`src/rtl/spi_pkg.sv`:
```
// Shared definitions for the SPI read-frame master and consumers of its frames.
package spi_pkg;

  typedef enum logic [1:0] {
    IDLE  = 2'd0,
    SETUP = 2'd1,
    SHIFT = 2'd2,
    HOLD  = 2'd3
  } spi_state_e;

  // System clocks per SCLK half-period.
  localparam int unsigned SPI_CLK_DIV   = 2;
  // Bits per read frame.
  localparam int unsigned SPI_DATA_BITS = 32;

endpackage

```
`src/rtl/spi_rx_master_if.sv`:
```
// Request, serial and frame-output signals of the SPI read master.
interface spi_rx_master_if
  import spi_pkg::*;
#(
  parameter int unsigned DATA_BITS = SPI_DATA_BITS
) ();

  logic                 spi_ena;
  logic                 miso;
  logic                 sclk;
  logic                 cs_n;
  logic                 spi_not_busy;
  logic [DATA_BITS-1:0] spi_rx_data;

  modport master (
    input  spi_ena,
    input  miso,
    output sclk,
    output cs_n,
    output spi_not_busy,
    output spi_rx_data
  );

  modport slave (
    output spi_ena,
    output miso,
    input  sclk,
    input  cs_n,
    input  spi_not_busy,
    input  spi_rx_data
  );

endinterface

```
`src/rtl/spi_clk_div.sv`:
```
// Half-period timer: paces every phase of a frame and strobes the sclk edges.
module spi_clk_div
  import spi_pkg::*;
#(
  parameter int unsigned CLK_DIV = SPI_CLK_DIV
) (
  input  logic clk,
  input  logic rst,
  input  logic en,      // frame in progress (any non-idle state)
  input  logic shift,   // sclk is running
  input  logic sclk,    // current registered sclk level
  output logic tick,    // last cycle of the current half-period
  output logic toggle,  // sclk flips on the coming edge
  output logic rise     // sclk goes 0->1 on the coming edge
);

  localparam int unsigned          CNT_W    = $clog2(CLK_DIV + 1);
  localparam logic [CNT_W-1:0]     CNT_LAST = CNT_W'(CLK_DIV - 1);

  logic [CNT_W-1:0] cnt_q;
  logic [CNT_W-1:0] cnt_d;

  // Count half-period cycles; restart at every phase boundary and when idle.
  always_comb begin
    tick   = en && (cnt_q == CNT_LAST);
    toggle = tick && shift;
    rise   = toggle && !sclk;
    cnt_d  = cnt_q;
    if (!en || tick) begin
      cnt_d = '0;
    end else begin
      cnt_d = cnt_q + CNT_W'(1);
    end
  end

  // Counter register.
  always_ff @(posedge clk) begin
    if (rst) begin
      cnt_q <= '0;
    end else begin
      cnt_q <= cnt_d;
    end
  end

endmodule

```
`src/rtl/spi_rx_master.sv`:
```
// SPI mode-0 read master: one DATA_BITS frame per request, result published
// atomically when the frame closes.
module spi_rx_master
  import spi_pkg::*;
#(
  parameter int unsigned CLK_DIV   = SPI_CLK_DIV,
  parameter int unsigned DATA_BITS = SPI_DATA_BITS
) (
  input  logic            clk,
  input  logic            rst,
  spi_rx_master_if.master bus
);

  localparam int unsigned      BIT_W    = $clog2(DATA_BITS + 1);
  localparam logic [BIT_W-1:0] LAST_BIT = BIT_W'(DATA_BITS - 1);

  spi_state_e           state_q, state_d;
  logic                 sclk_q, sclk_d;
  logic                 cs_n_q, cs_n_d;
  logic                 not_busy_q, not_busy_d;
  logic [BIT_W-1:0]     bit_q, bit_d;
  logic [DATA_BITS-1:0] shreg_q, shreg_d;
  logic [DATA_BITS-1:0] rx_q, rx_d;
  logic                 run;
  logic                 shifting;
  logic                 tick;
  logic                 toggle;
  logic                 rise;

  assign run      = (state_q != IDLE);
  assign shifting = (state_q == SHIFT);

  spi_clk_div #(
    .CLK_DIV (CLK_DIV)
  ) u_clk_div (
    .clk    (clk),
    .rst    (rst),
    .en     (run),
    .shift  (shifting),
    .sclk   (sclk_q),
    .tick   (tick),
    .toggle (toggle),
    .rise   (rise)
  );

  // Next-state logic; outputs are computed one cycle ahead so they leave flops.
  always_comb begin
    state_d    = state_q;
    sclk_d     = sclk_q;
    cs_n_d     = cs_n_q;
    not_busy_d = not_busy_q;
    bit_d      = bit_q;
    shreg_d    = shreg_q;
    rx_d       = rx_q;
    case (state_q)
      IDLE: begin
        if (bus.spi_ena) begin
          state_d    = SETUP;
          cs_n_d     = 1'b0;
          not_busy_d = 1'b0;
          bit_d      = '0;
          shreg_d    = '0;
        end
      end
      SETUP: begin
        if (tick) begin
          state_d = SHIFT;
        end
      end
      SHIFT: begin
        if (toggle) begin
          sclk_d = ~sclk_q;
        end
        if (rise) begin
          shreg_d = {shreg_q[DATA_BITS-2:0], bus.miso};
        end
        // Falling edge: one more bit complete; the last one ends the shift phase.
        if (toggle && sclk_q) begin
          bit_d = bit_q + BIT_W'(1);
          if (bit_q == LAST_BIT) begin
            state_d = HOLD;
          end
        end
      end
      HOLD: begin
        if (tick) begin
          state_d    = IDLE;
          cs_n_d     = 1'b1;
          not_busy_d = 1'b1;
          rx_d       = shreg_q;
        end
      end
      default: begin
        state_d = IDLE;
      end
    endcase
  end

  // State and output registers; reset wins over any pending request.
  always_ff @(posedge clk) begin
    if (rst) begin
      state_q    <= IDLE;
      sclk_q     <= 1'b0;
      cs_n_q     <= 1'b1;
      not_busy_q <= 1'b1;
      bit_q      <= '0;
      shreg_q    <= '0;
      rx_q       <= '0;
    end else begin
      state_q    <= state_d;
      sclk_q     <= sclk_d;
      cs_n_q     <= cs_n_d;
      not_busy_q <= not_busy_d;
      bit_q      <= bit_d;
      shreg_q    <= shreg_d;
      rx_q       <= rx_d;
    end
  end

  assign bus.sclk         = sclk_q;
  assign bus.cs_n         = cs_n_q;
  assign bus.spi_not_busy = not_busy_q;
  assign bus.spi_rx_data  = rx_q;

endmodule

```
`src/flat_wrapper.sv`:
```
// flat-port wrapper written by rule: the top's interface ports become plain ports
module spi_rx_master_flat import spi_pkg::*;
#(
  parameter int unsigned CLK_DIV   = SPI_CLK_DIV,
  parameter int unsigned DATA_BITS = SPI_DATA_BITS
)
  (clk, rst, bus_spi_ena, bus_miso, bus_sclk, bus_cs_n, bus_spi_not_busy, bus_spi_rx_data);
  spi_rx_master_if #(.DATA_BITS(DATA_BITS)) bus_i ();
  input  logic clk;
  input  logic rst;
  input wire logic [$bits(bus_i.spi_ena)-1:0] bus_spi_ena;
  input wire logic [$bits(bus_i.miso)-1:0] bus_miso;
  output wire logic [$bits(bus_i.sclk)-1:0] bus_sclk;
  output wire logic [$bits(bus_i.cs_n)-1:0] bus_cs_n;
  output wire logic [$bits(bus_i.spi_not_busy)-1:0] bus_spi_not_busy;
  output wire logic [$bits(bus_i.spi_rx_data)-1:0] bus_spi_rx_data;
  assign bus_i.spi_ena = bus_spi_ena;
  assign bus_i.miso = bus_miso;
  assign bus_sclk = bus_i.sclk;
  assign bus_cs_n = bus_i.cs_n;
  assign bus_spi_not_busy = bus_i.spi_not_busy;
  assign bus_spi_rx_data = bus_i.spi_rx_data;
  spi_rx_master #(.CLK_DIV(CLK_DIV), .DATA_BITS(DATA_BITS)) u_core (.clk(clk), .rst(rst), .bus(bus_i));
endmodule
```
`config.mk`:
```
export PLATFORM = sky130hd
export DESIGN_NAME = spi_rx_master_flat
export DESIGN_NICKNAME = d
export VERILOG_FILES = /design/src/rtl/spi_pkg.sv /design/src/rtl/spi_rx_master_if.sv /design/src/rtl/spi_clk_div.sv /design/src/rtl/spi_rx_master.sv /design/src/flat_wrapper.sv
export SDC_FILE = /design/constraint.sdc
export NUM_CORES = 1
export LEC_CHECK = 0
export ABC_AREA = 1
export BUFFER_PORTS_ARGS = -buffer_cell sky130_fd_sc_hd__buf_4
export CORE_MARGIN = 2
export CORE_UTILIZATION = 52
export DETAILED_ROUTE_END_ITERATION = 7
export PLACE_DENSITY = 0.85
export REMOVE_ABC_BUFFERS = 1
export SYNTH_ARGS = -nofsm -noshare
export SYNTH_HDL_FRONTEND = slang
export SYNTH_SLANG_ARGS = --single-unit
```
`constraint.sdc`:
```
create_clock -name clk -period 1.5 [get_ports clk]
set_input_delay 0.375 -clock clk [delete_from_list [all_inputs] [get_ports clk]]
set_output_delay 0.375 -clock clk [all_outputs]
set_load 0.01 [all_outputs]
```
==> impl_metrics.json <==
{
  "wirelength_mm": 7.463,
  "violations": "setup timing",
  "portBuffers": 38,
  "h-tree-depth": 3,
  "fin_crit_ns": 1.500,
  "dr.pass1.iters": 5,
  "final_cell_mix": "nand2_1, dfxtp_1, a21oi_1",
  "initial_core_util_pct": 54.59,
  "slew_headroom_pct": 77.54,
  "grt_max_degree": 72,
  "cts-buffers-inserted": 9,
  "antenna_found_initial": 0,
  "synth_cells": 462,
  "rsz0062_at_grt": "true",
  "hpwl_mm": 4.258,
  "remaining_drc_errors": 0,
  "fin_area_um2": 4188,
  "ios": 39,
  "yosys_register_bits": 76,
  "placed_area_um2": 3747,
  "cts_sinks": 76,
  "drive_above_1_share_pct": 21.76,
  "final_common_cell": "nand2_1",
  "power_density_nw_per_um2": 2027,
  "ys.warnings.count": 0,
  "grt_first_pass_wirelength_mm": 12.02,
  "grt.total_usage_pct": 21.24,
  "hold_class": "in -> reg",
  "crit_path_max_fanout": 30,
  "max_freq_ghz": 0.6666,
  "fin_worst_skew_ns": 0.007601,
  "area_growth_pct": 28.04,
  "synth_seq_area_share_pct": 46.52,
  "synth_largest_area_cell": "dfxtp_1",
  "rows": 28,
  "critPathRequiredTime_ns": 1.74,
  "whs_ns": 0.2048,
  "hold_viol": 0,
  "worst_pin_slew_ns": 0.3370,
  "fp.dieH_um": 83.31,
  "ant_nets": 0,
  "cts_tree": "done",
  "first_iter_violations": 183,
  "layout.nets": 516,
  "die_w_um": 83.31,
  "final_util_pct": 69.90,
  "fp.coreArea_um2": 5991,
  "routedWlPerCell_um": 12.76,
  "cp-start-kind": "flip-flop",
  "gp_congestion": 0.8600,
  "yosysTopAreaCellShare_pct": 46.52,
  "vdd_drop_max_v": 0.001305,
  "fin_crit_sh_pct": 100.0,
  "grt_overflow": 0,
  "path_clk_slew_ns": 0.08,
  "place_inst": 564,
  "netlist_area_um2": 3271,
  "arrival_ns": 1.74,
  "status": "finished, violations left",
  "diodes": 0,
  "fin_total_pwr_uw": 8489,
  "timing.final.ws_setup_ns": -0.0001908,
  "setup_viol": 1,
  "leakage_uw": 0.001741,
  "drv_cap": 0,
  "dieArea_um2": 6940,
  "fillers": 467,
  "worstSkewPairLatency_ns": 0.35,
  "grt_pass1_vias": 2678,
  "cts_root_buf": "clkbuf_8",
  "avgSynthCellArea_um2": 7.079,
  "vias": 3081,
  "crit_type": "reg -> reg",
  "synth.distinct_cells": 19,
  "synth_area_leaders": "dfxtp_1, nand2_1, a21oi_1",
  "clockBufferDepth": 2,
  "maxSlewViolCount": 0,
  "endpoint_kind": "flip-flop",
  "fin_cells": 585,
  "hold_buffers": 0,
  "vias_per_cell": 5.267
}
[power breakdown]
group          leakage (uW)  switching, uW  total, uW  internal, uW
Combinational      0.000994           2040       3520          1480
Sequential         0.000620            405       2930          2520
Clock              0.000127            770       2050          1280
[per-layer routing]
layer / global-route usage (%) / wire length, um / vias to the layer above / share of wire, %
met5: 0 / 0 / - / 0
met1: 25.96 / 3171 / 1419 / 42
met2: 35.19 / 3751 / 80 / 50
met4: 12.22 / 190 / 0 / 2.5
met3: 3.579 / 350 / 17 / 4.7
li1: - / - / 1565 / -
[path summary, 6_finish.rpt]
| kind | slack (ns) | depth (start not counted) | startpoint | endpoint |
|---|---|---|---|---|
| setup / recovery | -0.0002 | 8 | u_core.state_q[1]$_SDFFE_PP0P_ | u_core.bus.spi_rx_data[8]$_SDFFE_PP0P_ |
| hold / removal | 0.20 | 2 | rst | u_core.bit_q[3]$_SDFFE_PP0P_ |
| setup reg to reg | -0.0002 | 8 | u_core.state_q[1]$_SDFFE_PP0P_ | u_core.bus.spi_rx_data[8]$_SDFFE_PP0P_ |
| hold reg to reg | 0.44 | 2 | u_core.bus.spi_rx_data[6]$_SDFFE_PP0P_ | u_core.bus.spi_rx_data[6]$_SDFFE_PP0P_ |
[cells in the mapped netlist]
cell type / number
clkinv_1: 1
buf_2: 12
nand2_1: 95
inv_1: 47
o21ai_0: 36
nor2_1: 48
o21ai_4: 1
buf_4: 2
nand4_1: 3
nand3_2: 1
nand2_2: 1
a21oi_1: 69
dfxtp_1: 76
clkbuf_1: 18
nand3_1: 41
inv_2: 2
ha_1: 7
nor3_1: 1
nand3b_1: 1
[worst max-delay path, cell delays in order (launching register included)]
cell and delay, ns:
dfxtp_4 0.37, inv_2 0.05, ha_4 0.17, inv_4 0.07
buf_4 0.12, nand3_2 0.12, buf_12 0.20, o21ai_0 0.22
a21oi_1 0.07
[cell type report]
| type | count | area, um^2 | area share, % |
|---|---|---|---|
| sequential | 76 | 1526 | 36.45 |
| tap | 75 | 93.84 | 2.241 |
| clock buffer | 10 | 127.6 | 3.047 |
| inverter | 50 | 192.7 | 4.601 |
| clock inverter | 6 | 136.4 | 3.257 |
| timing repair buffer | 64 | 561.8 | 13.41 |
| multi-input combinational | 304 | 1549 | 36.99 |
[through the flow]
stage / TNS [ns] / worst slack (ns)
final: -0.0001908 / -0.0001908
after global routing: -1.392 / -0.07920
after CTS: -0.01515 / -0.01515
after detailed placement: -2.660 / -0.1218
after global placement: -0.009147 / -0.003491
after floorplan: -71.93 / -1.122
[logic make-up after synthesis]
logic type	synth area share, %
flops	46.52
buf+inv	10.10
simple gates	24.14
compound gates	16.56
fa+ha+maj	2.678
[what timing repair did]
| action | in CTS | in global routing |
|---|---|---|
| resized for setup | 18 | 25 |
| gates cloned | 1 | 0 |
| pin swaps | 7 | 3 |
| endpoints found under the setup margin | 39 | 66 |
| buffers inserted | 6 | 0 |
[registers in the layout, summed over array words and instances (netlist names)]
signal                  flops
u_core.state_q              2
u_core.u_clk_div.cnt_q      2
u_core.bit_q                6
u_core.bus.spi_rx_data     32
u_core.shreg_q             32
u_core.bus.cs_n             1
u_core.bus.sclk             1
Note: power is estimated with default switching activity, not from simulation.
